`src/rtl/multi_clkdiv.sv`:
```
// Multi-channel programmable clock/tick divider; each channel runs its own divisor, enable and mode.
// All outputs registered (1-cycle latency from cfg_we); no backpressure, every config write is accepted and acked.
module multi_clkdiv #(
  parameter int NUM_CH      = 4,
  parameter int CNT_W       = 26,
  parameter int DEFAULT_DIV = 2000000,
  parameter int CH_W        = (NUM_CH > 1) ? $clog2(NUM_CH) : 1
) (
  input  logic              mclk,
  input  logic              rst_n,
  input  logic              cfg_we,
  input  logic [CH_W-1:0]   cfg_ch,
  input  logic [CNT_W-1:0]  cfg_div,
  input  logic              cfg_mode,
  input  logic              cfg_en,
  output logic              cfg_ack,
  output logic [NUM_CH-1:0] clk_out,
  output logic [NUM_CH-1:0] tick
);

  localparam logic [CNT_W-1:0] DIV_RST = CNT_W'(DEFAULT_DIV);

  logic [CNT_W-1:0]  cnt_q      [NUM_CH];
  logic [CNT_W-1:0]  cnt_d      [NUM_CH];
  logic [CNT_W-1:0]  act_div_q  [NUM_CH];
  logic [CNT_W-1:0]  act_div_d  [NUM_CH];
  logic [CNT_W-1:0]  pend_div_q [NUM_CH];
  logic [CNT_W-1:0]  pend_div_d [NUM_CH];
  logic [NUM_CH-1:0] pend_vld_q, pend_vld_d;
  logic [NUM_CH-1:0] en_q, en_d;
  logic [NUM_CH-1:0] mode_q, mode_d;
  logic [NUM_CH-1:0] clk_q, clk_d;
  logic [NUM_CH-1:0] tick_q, tick_d;
  logic              ack_q, ack_d;

  always_comb begin
    cnt_d      = cnt_q;
    act_div_d  = act_div_q;
    pend_div_d = pend_div_q;
    pend_vld_d = pend_vld_q;
    en_d       = en_q;
    mode_d     = mode_q;
    clk_d      = clk_q;
    tick_d     = tick_q;
    ack_d      = cfg_we;

    for (int i = 0; i < NUM_CH; i++) begin
      // Terminal processing sees pre-write state; a same-cycle write is layered on top below.
      if (en_q[i]) begin
        if (cnt_q[i] >= act_div_q[i]) begin
          cnt_d[i]  = '0;
          tick_d[i] = 1'b1;
          clk_d[i]  = ~clk_q[i] & ~mode_q[i];
          if (pend_vld_q[i]) begin
            act_div_d[i]  = pend_div_q[i];
            pend_vld_d[i] = 1'b0;
          end
        end else begin
          cnt_d[i]  = cnt_q[i] + CNT_W'(1);
          tick_d[i] = 1'b0;
          clk_d[i]  = clk_q[i] & ~mode_q[i];
        end
      end else begin
        cnt_d[i]  = '0;
        tick_d[i] = 1'b0;
        clk_d[i]  = 1'b0;
      end

      if (cfg_we && (cfg_ch == CH_W'(i))) begin
        en_d[i]   = cfg_en;
        mode_d[i] = cfg_mode;
        // A running channel defers the new divisor to its next period boundary to avoid runt periods.
        if (!en_q[i] || !cfg_en) begin
          act_div_d[i]  = cfg_div;
          pend_vld_d[i] = 1'b0;
        end else begin
          pend_div_d[i] = cfg_div;
          pend_vld_d[i] = 1'b1;
        end
        if (!cfg_en) begin
          cnt_d[i]  = '0;
          tick_d[i] = 1'b0;
          clk_d[i]  = 1'b0;
        end
        if (cfg_mode) begin
          clk_d[i] = 1'b0;
        end
      end
    end
  end

  always_ff @(posedge mclk or negedge rst_n) begin
    if (!rst_n) begin
      for (int i = 0; i < NUM_CH; i++) begin
        cnt_q[i]      <= '0;
        act_div_q[i]  <= DIV_RST;
        pend_div_q[i] <= DIV_RST;
      end
      pend_vld_q <= '0;
      en_q       <= '1;
      mode_q     <= '0;
      clk_q      <= '0;
      tick_q     <= '0;
      ack_q      <= 1'b0;
    end else begin
      cnt_q      <= cnt_d;
      act_div_q  <= act_div_d;
      pend_div_q <= pend_div_d;
      pend_vld_q <= pend_vld_d;
      en_q       <= en_d;
      mode_q     <= mode_d;
      clk_q      <= clk_d;
      tick_q     <= tick_d;
      ack_q      <= ack_d;
    end
  end

  assign cfg_ack = ack_q;
  assign clk_out = clk_q;
  assign tick    = tick_q;

endmodule

```
`config.mk`:
```
export PLATFORM = sky130hd
export DESIGN_NAME = multi_clkdiv
export DESIGN_NICKNAME = d
export VERILOG_FILES = /design/src/rtl/multi_clkdiv.sv
export SDC_FILE = /design/constraint.sdc
export NUM_CORES = 1
export LEC_CHECK = 0
export CAP_MARGIN = 20
export CORE_MARGIN = 10
export CORE_UTILIZATION = 57
export CTS_BUF_LIST = sky130_fd_sc_hd__clkbuf_2
export DETAILED_ROUTE_END_ITERATION = 16
export GPL_TIMING_DRIVEN = 0
export PLACE_DENSITY = 0.82
export SLEW_MARGIN = 20
export SYNTH_ARGS = -nofsm -noshare
export SYNTH_HDL_FRONTEND = slang
export SYNTH_SLANG_ARGS = --single-unit
```
`constraint.sdc`:
```
create_clock -name mclk -period 2.8 [get_ports mclk]
set_input_delay 0.84 -clock mclk [delete_from_list [all_inputs] [get_ports mclk]]
set_output_delay 0.84 -clock mclk [all_outputs]
set_load 0.03 [all_outputs]
```
==> flow_summary.json, run 1 <==
{
  "drt-initial-drc-count": 831,
  "wire_per_inst_um": 18.8,
  "num-fill-cells": 2292,
  "cp_max_fo": 5,
  "rsz0062_at_grt": "true",
  "clock_latency_ns": 0.89,
  "row_count": 63,
  "finalNonFillerCells": 2164,
  "clockBufferDepth": 3,
  "viasPerCell": 5.69,
  "synth_area_mm2": 0.0171,
  "violations": "setup timing",
  "fin_skew_ns": 0.0559,
  "ctsHtreeMaxLevel": 3,
  "grtUsageTotal_pct": 21.3,
  "p_leak_uw": 0.00937,
  "worst_pin_slew_ns": 0.755,
  "syn_nets": 1695,
  "finalSetupViolCount": 5,
  "dpl.hpwl_mm": 27.6,
  "core_region_area_mm2": 0.0296,
  "ys_seq_elements": 333,
  "cts_inserted_buffers": 87,
  "grt_pass1_vias": 12894,
  "finalInstanceArea_mm2": 0.0193,
  "place_congestion": 0.831,
  "via_count": 12303,
  "irDropWorstVdd_v": 0.000381,
  "cts_tree": "yes",
  "finalMaxSlewViolations": 0,
  "holdWs_ns": 0.420,
  "drive_gt1_share_pct": 26.4,
  "final_cell_mix": "dfrtp_1, nor2_1, mux2_2",
  "placed_area_mm2": 0.0181,
  "critPathRequiredTime_ns": 3.56,
  "fmax_mhz": 353,
  "syn2layout_area_growth_pct": 12.6,
  "die_h_um": 193,
  "hp-start": "mode_q[2]$_DFFE_PN0P_",
  "synth_warnings": 0,
  "status": "finished, violations left",
  "path_clk_slew_ns": 0.12,
  "io_buffer_count": 41,
  "synthFlopType": "dfrtp_1",
  "dr.pass1.iters": 7,
  "power.total_uw": 11900,
  "dp_cells": 1989,
  "dieArea_mm2": 0.0374,
  "min_path_type": "flop to flop",
  "startpoint": "act_div_q[85]$_DFF_PN1_",
  "worst_setup_path_start_kind": "flop",
  "timing.final.ws_setup_ns": -0.0301,
  "layout_commonest_cell": "dfrtp_1",
  "post-route-period-util_pct": 101,
  "start_util_pct": 57.7,
  "hold_violations": 0,
  "fin_setup_tns_ns": -0.0925,
  "yosysUniqueCellTypes": 57,
  "grt_pass1_wl_mm": 66.0,
  "path_class": "flop to flop",
  "grt_max_degree": 83,
  "routed_wl_mm": 40.7,
  "syn_avg_cell_area_um2": 11.0,
  "min_period_ns": 2.83,
  "synth_edf_count": 0,
  "die_x_um": 193,
  "timing.rr.start": "act_div_q[85]$_DFF_PN1_",
  "cts_sinks": 333,
  "worstPathArrival_ns": 3.59,
  "fin_nets": 1846,
  "syn_inst": 1554,
  "p_per_area_mw_per_mm2": 617,
  "postRouteAntennaNets": 0,
  "critPathCaptureType": "flop",
  "ys_seq_area_share_pct": 49.1,
  "grt_antenna_before_repair": 1,
  "cts_root_buf": "clkbuf_2",
  "grt_overflow": 0,
  "maxCapViolCount": 0,
  "synthArstFlopShare_pct": 100,
  "io-pin-count": 42,
  "slew_headroom_pct": 49.6,
  "drc": 0
}
-- kinds of logic (layout without fill, tap and decap cells) --
| family | count (synthesis) | count (layout) | share of synthesized area (%) |
|---|---|---|---|
| compound gates | 184 | 184 | 6.46 |
| xor+xnor | 99 | 99 | 5.07 |
| fa+ha+maj | 108 | 108 | 7.90 |
| buf+inv | 165 | 384 | 4.01 |
| flops | 333 | 333 | 49.1 |
| mux | 241 | 241 | 15.9 |
| other cells | 0 | 1 | 0 |
| simple gates | 424 | 424 | 11.5 |
-- Yosys cell counts (3+ instances only) --
cell type / count / area [um^2]
mux2_4: 20 / 300
nand2b_1: 9 / 56.3
nand4_1: 24 / 150
nand2_1: 55 / 206
nor4_1: 4 / 25.0
buf_6: 5 / 56.3
dfrtp_1: 273 / 6830
buf_2: 12 / 60.1
mux2_2: 167 / 1880
nor2_1: 206 / 773
xor2_1: 74 / 648
buf_4: 4 / 30.0
a21o_1: 24 / 180
inv_1: 114 / 428
ha_1: 108 / 1350
o211ai_1: 4 / 30.0
a22oi_1: 4 / 30.0
nand3_1: 62 / 310
dfstp_2: 60 / 1580
nor3_1: 10 / 50.1
xnor2_1: 25 / 219
mux2i_1: 52 / 521
o21ai_0: 18 / 90.1
a2111oi_0: 3 / 26.3
and2b_1: 3 / 22.5
and3_1: 21 / 131
a21oi_1: 111 / 556
and4_1: 13 / 114
nor3b_1: 4 / 30.0
clkbuf_1: 30 / 113
a31o_2: 3 / 26.3
-- sequential cells by signal (all words and copies together) (netlist names) --
name and flops:
act_div_q 104, cnt_q 104, pend_div_q 104, clk_out 4
en_q 4, mode_q 4, pend_vld_q 4, tick 4
cfg_ack 1
-- repair_timing --
| item | in CTS | in global routing |
|---|---|---|
| cloned | 1 | 1 |
| resized for setup | 18 | 44 |
| setup buffers | 12 | 5 |
| hold endpoints to repair | 43 | 0 |
| hold buffers | 1 | 0 |
| pin swaps | 9 | 6 |
| setup endpoints to repair | 172 | 191 |
-- metal layers --
metal | track usage [%] | wire length [um] | part of all wire, % | vias up
met3 | 3.34 | 1940 | 4.8 | 98
li1 | - | - | - | 5722
met2 | 36.5 | 20600 | 51 | 334
met4 | 9.41 | 1460 | 3.6 | 0
met5 | 0 | 0 | 0 | -
met1 | 25.9 | 16700 | 41 | 6149
-- final timing paths --
path,endpoint,slack (ns),cells past startpoint
worst min register to register,clk_out[2]$_DFF_PN0_,0.42,1
worst max-delay path,act_div_q[78]$_DFF_PN0_,-0.03,11
worst min-delay path,clk_out[2]$_DFF_PN0_,0.42,1
max in group asynchronous,act_div_q[33]$_DFF_PN1_,1.14,4
min in group asynchronous,pend_div_q[2]$_DFFE_PN0P_,0.47,2
worst max register to register,act_div_q[78]$_DFF_PN0_,-0.03,11
-- through the flow --
| step | utilization [%] | setup slack [ns] |
|---|---|---|
| finish | 65.0 | -0.0301 |
| global placement | 60.8 | -13.17 |
| CTS | 64.5 | 0.00254 |
| floorplan | - | 0.0506 |
| global route | 65.0 | -0.0960 |
| detailed placement | 61.2 | -1.10 |
-- area by class of cell --
class                           instances  area [um^2]  area share, %
Antenna cell                            1         2.50         0.0130
Buffer                                 49          300           1.56
Clock buffer                          141          706           3.66
Clock inverter                         16         87.6          0.454
Inverter                              114          428           2.22
Multi-Input combinational cell       1056         8140           42.2
Sequential cell                       333         8410           43.6
Tap cell                              390          488           2.53
Timing Repair Buffer                   64          711           3.69
-- where the power goes --
part           switching, uW  leakage (uW)  total [uW]  internal [uW]
sequential               496       0.00408        6330           5830
clock                   2000      0.000634        3400           1400
combinational           1060       0.00466        2170           1110
-- critical path, stage by stage, from the launching register on --
cell and delay, ns:
dfstp_2 0.54, inv_2 0.05, ha_4 0.21, a21o_1 0.17
a21o_1 0.18, a21o_1 0.18, a221oi_2 0.27, o211ai_2 0.20
o2111ai_4 0.29, buf_12 0.15, buf_4 0.14, mux2_2 0.34
Power figures use the tool's default switching activity.
==> inputs of run 2 (changes only) <==
Settings changed: REMOVE_ABC_BUFFERS set to 1.
==> run 2 against run 1 <==
Effect of this change:
- the flow still finishes with violations (setup timing)
- core utilization rose by 0.29 points
- largest cell class unchanged
- wire length fell by 3.3%
- die area did not move
- clock power fell by 2%
- hold slack improved by 0.027 ns
- critical endpoint is now act_div_q[94]$_DFF_PN0_
- final cell count fell by 1.6%
- sequential cell count did not move
- power fell by 0.54%
- combinational power barely moved
- via count fell by 1.5%
- largest power group unchanged
- clock skew rose by 0.045 ns
- global-route usage fell by 0.76 points
==> flow_summary.json, run 2 (same netlist as run 1, synthesis figures left out) <==
{
  "status": "finished, violations left",
  "violations": "setup timing",
  "clockBufferDepth": 3,
  "via_count": 12123,
  "clock_latency_ns": 0.91,
  "worst_pin_slew_ns": 0.763,
  "worstPathArrival_ns": 3.56,
  "critPathCaptureType": "flop",
  "slew_headroom_pct": 49.2,
  "grt_max_degree": 104,
  "hold_violations": 0,
  "holdWs_ns": 0.447,
  "cts_root_buf": "clkbuf_2",
  "post-route-period-util_pct": 101,
  "grt_overflow": 0,
  "min_period_ns": 2.83,
  "wire_per_inst_um": 18.5,
  "drt-initial-drc-count": 630,
  "die_h_um": 193,
  "drive_gt1_share_pct": 26.6,
  "start_util_pct": 57.7,
  "path_cells": "inv_1 -> ha_1 -> nand4_1 -> nor4_4 -> nor3b_4 -> o2111ai_4 -> buf_12 -> buf_16 -> mux2_4",
  "grt_pass1_wl_mm": 63.9,
  "fin_skew_ns": 0.101,
  "regArea_mm2": 0.00841,
  "fin_nets": 1810,
  "place_congestion": 0.840,
  "placed_area_mm2": 0.0182,
  "num-fill-cells": 2242,
  "min_path_type": "flop to flop",
  "p_per_area_mw_per_mm2": 611,
  "dieArea_mm2": 0.0374,
  "routed_wl_mm": 39.4,
  "pre_cts_slack_ns": -1.18,
  "postRouteAntennaNets": 0,
  "irDropWorstVdd_v": 0.000488,
  "syn2layout_area_growth_pct": 13.1,
  "grt_use_met1_pct": 25.0,
  "dr.pass1.iters": 5,
  "cts_tree": "yes",
  "finalSetupViolCount": 5,
  "critPathRequiredTime_ns": 3.53,
  "maxCapViolCount": 0,
  "finalMaxSlewViolations": 0,
  "core_region_area_mm2": 0.0296,
  "path_class": "flop to flop",
  "rsz0062_at_grt": "true",
  "die_x_um": 193,
  "final_cell_mix": "dfrtp_1, nor2_1, mux2_2",
  "cp_num_buf_inv": 3,
  "timing.final.ws_setup_ns": -0.0264,
  "timing.rr.start": "act_div_q[96]$_DFF_PN1_",
  "finalInstanceArea_mm2": 0.0194,
  "cp_slowest_cell": "dfstp_2",
  "ctsHtreeMaxLevel": 3,
  "fmax_mhz": 354,
  "startpoint": "act_div_q[96]$_DFF_PN1_",
  "drc": 0,
  "cts_sinks": 333,
  "multiInputGateArea_mm2": 0.00822,
  "met2_usage_pct": 34.8,
  "io-pin-count": 42,
  "io_buffer_count": 41,
  "grtUsageTotal_pct": 20.5,
  "met3_usage_pct": 3.68,
  "critPathMaxStageDelay_ns": 0.55,
  "hp-start": "mode_q[1]$_DFFE_PN0P_",
  "crit_family": "simple AND/OR/NAND/NOR gates",
  "cts_inserted_buffers": 84,
  "cp_max_fo": 7,
  "grt_pass1_vias": 12769,
  "top_usage_layer": "met2",
  "row_count": 63,
  "dpl.hpwl_mm": 26.2,
  "layout_commonest_cell": "dfrtp_1",
  "worst_setup_path_start_kind": "flop",
  "path_clk_slew_ns": 0.10,
  "largest_registers": "act_div_q x104, cnt_q x104, pend_div_q x104",
  "viasPerCell": 5.69,
  "grt_antenna_before_repair": 2,
  "p_leak_uw": 0.00940
}
[run 2: cell count changes in the layout (fill, tap and decap cells not counted), sizes merged, moves of 2 or more]
cell,before,now
clkinvlp,0,2
dlygate4sd2,4,7
dlymetal6s2s,0,2
clkdlybuf4s50,36,31
buf,41,38
clkinv,12,19
clkbuf,172,131
[run 2: power breakdown]
| part | switching, uW | internal, uW |
|---|---|---|
| logic | 1070 | 1110 |
| registers | 493 | 5830 |
| clock network | 1990 | 1340 |
[run 2: layout make-up]
cell class	count	area share [%]
well taps	390	2.52
diodes	2	0.0259
flip-flops and latches	333	43.4
inverters	114	2.21
clock inverters	24	0.698
multi-input cells	1057	42.5
repair buffers	79	5.27
clock buffers	131	3.39
[run 2: metrics by stage]
step                util, %  instances  total power (uW)   TNS, ns
floorplan                 -       1503              7750    -92.88
global placement       59.9       1934              8290  -4594.23
detailed placement     61.6       1953              8540   -150.52
CTS                    64.9       2119             11900         0
global route           65.3       2129             12600     -1.66
finish                 65.3       2130             11800   -0.0911
[run 2: routing by layer]
metal  up-vias  wire, um
met5         -         0
met3        89      1780
li1       5628         -
met2       288     19500
met1      6118     16600
met4         0      1510
[run 2: repair_timing]
item                                    in CTS  in global routing
resized for setup                           21                 15
hold endpoints to repair                    44                  0
pin swaps                                    9                 10
gates cloned                                 1                  1
hold buffers                                 1                  0
setup buffers                                9                  8
endpoints found under the setup margin     200                111
[run 2: worst paths after layout]
kind,endpoint,slack (ns),cells after the start
worst max-delay path,act_div_q[94]$_DFF_PN0_,-0.03,9
worst min-delay path,clk_out[1]$_DFF_PN0_,0.45,1
worst max register to register,act_div_q[94]$_DFF_PN0_,-0.03,9
worst min register to register,clk_out[1]$_DFF_PN0_,0.45,1
max in group asynchronous,act_div_q[59]$_DFF_PN1_,1.35,3
min in group asynchronous,cnt_q[81]$_DFF_PN0_,0.46,2
[run 2: worst register-to-register path: stages (launching register included)]
cell and delay [ns]:
dfstp_2 0.55, inv_1 0.06, ha_1 0.29, nand4_1 0.23, nor4_4 0.39, nor3b_4 0.35
o2111ai_4 0.19, buf_12 0.20, buf_16 0.14, mux2_4 0.30
==> inputs of run 3 (changes only) <==
Settings changed: CORE_UTILIZATION 57 to 50, PLACE_DENSITY 0.82 to 0.74.
==> run 3 against run 2 <==
Effect of this change:
- the flow still finishes with violations (setup timing)
- setup slack lost 0.0084 ns
- power grew 0.67%
- largest cell class unchanged
- final area grew 1.8%
- first-iteration DRC count grew 5.4%
- non-clock buffer count grew 13
- critical path type is now input pin to flop
- final cell count grew 3.8%
- fmax shrank 0.30%
==> flow_summary.json, run 3 (same netlist as run 1, synthesis figures left out) <==
{
  "routed_wl_mm": 38.9,
  "seq_power_share_pct": 52.9,
  "dr.pass1.iters": 5,
  "final_cell_mix": "dfrtp_1, nor2_1, mux2_2",
  "min_period_ns": 2.83,
  "viasPerCell": 5.35,
  "min_path_type": "flop to flop",
  "cts_root_buf": "clkbuf_2",
  "p_per_area_mw_per_mm2": 605,
  "violations": "setup timing",
  "pwr-share-clk_pct": 28.7,
  "die_h_um": 205,
  "ctsHtreeMaxLevel": 3,
  "grt_pass1_wl_mm": 62.5,
  "grt_pass1_vias": 12367,
  "critPathMaxStageDelay_ns": 0.69,
  "irDropWorstVdd_v": 0.000237,
  "hold_violations": 0,
  "p_leak_uw": 0.00956,
  "drive_gt1_share_pct": 28.5,
  "cts_sinks": 333,
  "cp_slowest_cell": "clkdlybuf4s50_1",
  "critPathCaptureType": "flop",
  "worst_setup_path_start_kind": "input pin",
  "drt-initial-drc-count": 664,
  "rsz0062_at_grt": "true",
  "drc": 0,
  "path_clk_slew_ns": 0.11,
  "swShare_pct": 29.5,
  "comb_power_share_pct": 18.3,
  "syn2layout_area_growth_pct": 15.2,
  "cts_inserted_buffers": 88,
  "placed_area_mm2": 0.0183,
  "num-fill-cells": 2779,
  "finalInstanceArea_mm2": 0.0197,
  "via_count": 11825,
  "grtUsageTotal_pct": 18.5,
  "clockBufferDepth": 3,
  "fin_skew_ns": 0.0787,
  "worstPathArrival_ns": 3.61,
  "grt_antenna_before_repair": 1,
  "start_util_pct": 50.9,
  "largest_registers": "act_div_q x104, cnt_q x104, pend_div_q x104",
  "io_buffer_count": 41,
  "clock_latency_ns": 0.88,
  "dpl.hpwl_mm": 25.4,
  "io-pin-count": 42,
  "regArea_mm2": 0.00841,
  "critPathRequiredTime_ns": 3.57,
  "dieArea_mm2": 0.0420,
  "path_class": "input pin to flop",
  "fin_setup_tns_ns": -0.188,
  "slew_headroom_pct": 46.6,
  "pre_cts_slack_ns": -1.18,
  "p_int_uw": 8400,
  "maxCapViolCount": 0,
  "fin_nets": 1828,
  "wire_per_inst_um": 17.6,
  "grt_max_degree": 102,
  "place_congestion": 0.820,
  "postRouteAntennaNets": 0,
  "worst_pin_slew_ns": 0.798,
  "multiInputGateArea_mm2": 0.00830,
  "finalSetupViolCount": 10,
  "status": "finished, violations left",
  "crit_family": "simple AND/OR/NAND/NOR gates",
  "cp_num_buf_inv": 2,
  "grt_overflow": 0,
  "layout_commonest_cell": "dfrtp_1",
  "timing.final.ws_setup_ns": -0.0348,
  "path_cells": "clkdlybuf4s50_1 -> nor3b_1 -> nand2_2 -> o2111ai_4 -> bufbuf_16 -> mux2_2",
  "cts_tree": "yes",
  "row_count": 67,
  "cp_max_fo": 27,
  "switching_power_uw": 3520,
  "fmax_mhz": 353,
  "finalMaxSlewViolations": 0,
  "die_x_um": 205,
  "post-route-period-util_pct": 101,
  "core_region_area_mm2": 0.0336
}
## run 3: timing repair
item	CTS	global route
resized for setup	27	29
cloned	2	3
buffers inserted	16	13
hold buffers	1	0
hold endpoints to repair	51	0
pin swaps	14	18
endpoints found under the setup margin	213	99
## run 3: worst paths after layout
path / slack, ns / cells after the start / endpoint / startpoint
max in group asynchronous: 1.02 / 4 / pend_div_q[15]$_DFFE_PN1P_ / rst_n
setup reg to reg: 0.01 / 12 / cnt_q[18]$_DFF_PN0_ / act_div_q[20]$_DFF_PN1_
hold / removal: 0.43 / 1 / clk_out[2]$_DFF_PN0_ / mode_q[2]$_DFFE_PN0P_
min in group asynchronous: 0.49 / 2 / act_div_q[81]$_DFF_PN0_ / rst_n
hold reg to reg: 0.43 / 1 / clk_out[2]$_DFF_PN0_ / mode_q[2]$_DFFE_PN0P_
setup / recovery: -0.03 / 6 / act_div_q[78]$_DFF_PN0_ / cfg_we
## run 3: cell type report
class,count,share of cell area (%)
Antenna cell,1,0.0127
Clock buffer,155,3.94
Clock inverter,10,0.248
Inverter,114,2.17
Multi-Input combinational cell,1058,42.1
Sequential cell,333,42.7
Tap cell,448,2.84
Timing Repair Buffer,92,6.03
## run 3: stage by stage
stage	instances	hold slack, ns	total power, uW	utilization (%)
2_1_floorplan	1503	0.405	7750	-
3_3_place_gp	1992	0.421	8290	53.0
3_5_place_dp	2010	0.427	8500	54.4
4_1_cts	2194	0.411	12000	57.7
5_1_grt	2211	0.439	12700	58.6
6_report	2211	0.430	11900	58.6
## run 3: routing by layer
layer / share of wire, % / vias to the layer above / global-route usage (%)
li1: - / 5677 / -
met1: 44 / 5835 / 23.2
met2: 48 / 242 / 31.0
met3: 4.8 / 71 / 3.27
met4: 3.0 / 0 / 7.90
met5: 0 / - / 0
## run 3: power by group through the flow
stage	registers, uW	clock network, uW	logic [uW]
finish	6310	3430	2190
global route	6420	3790	2460
CTS	6300	3550	2140
detailed placement	6390	0	2100
global placement	6350	0	1940
floorplan	6240	0	1510
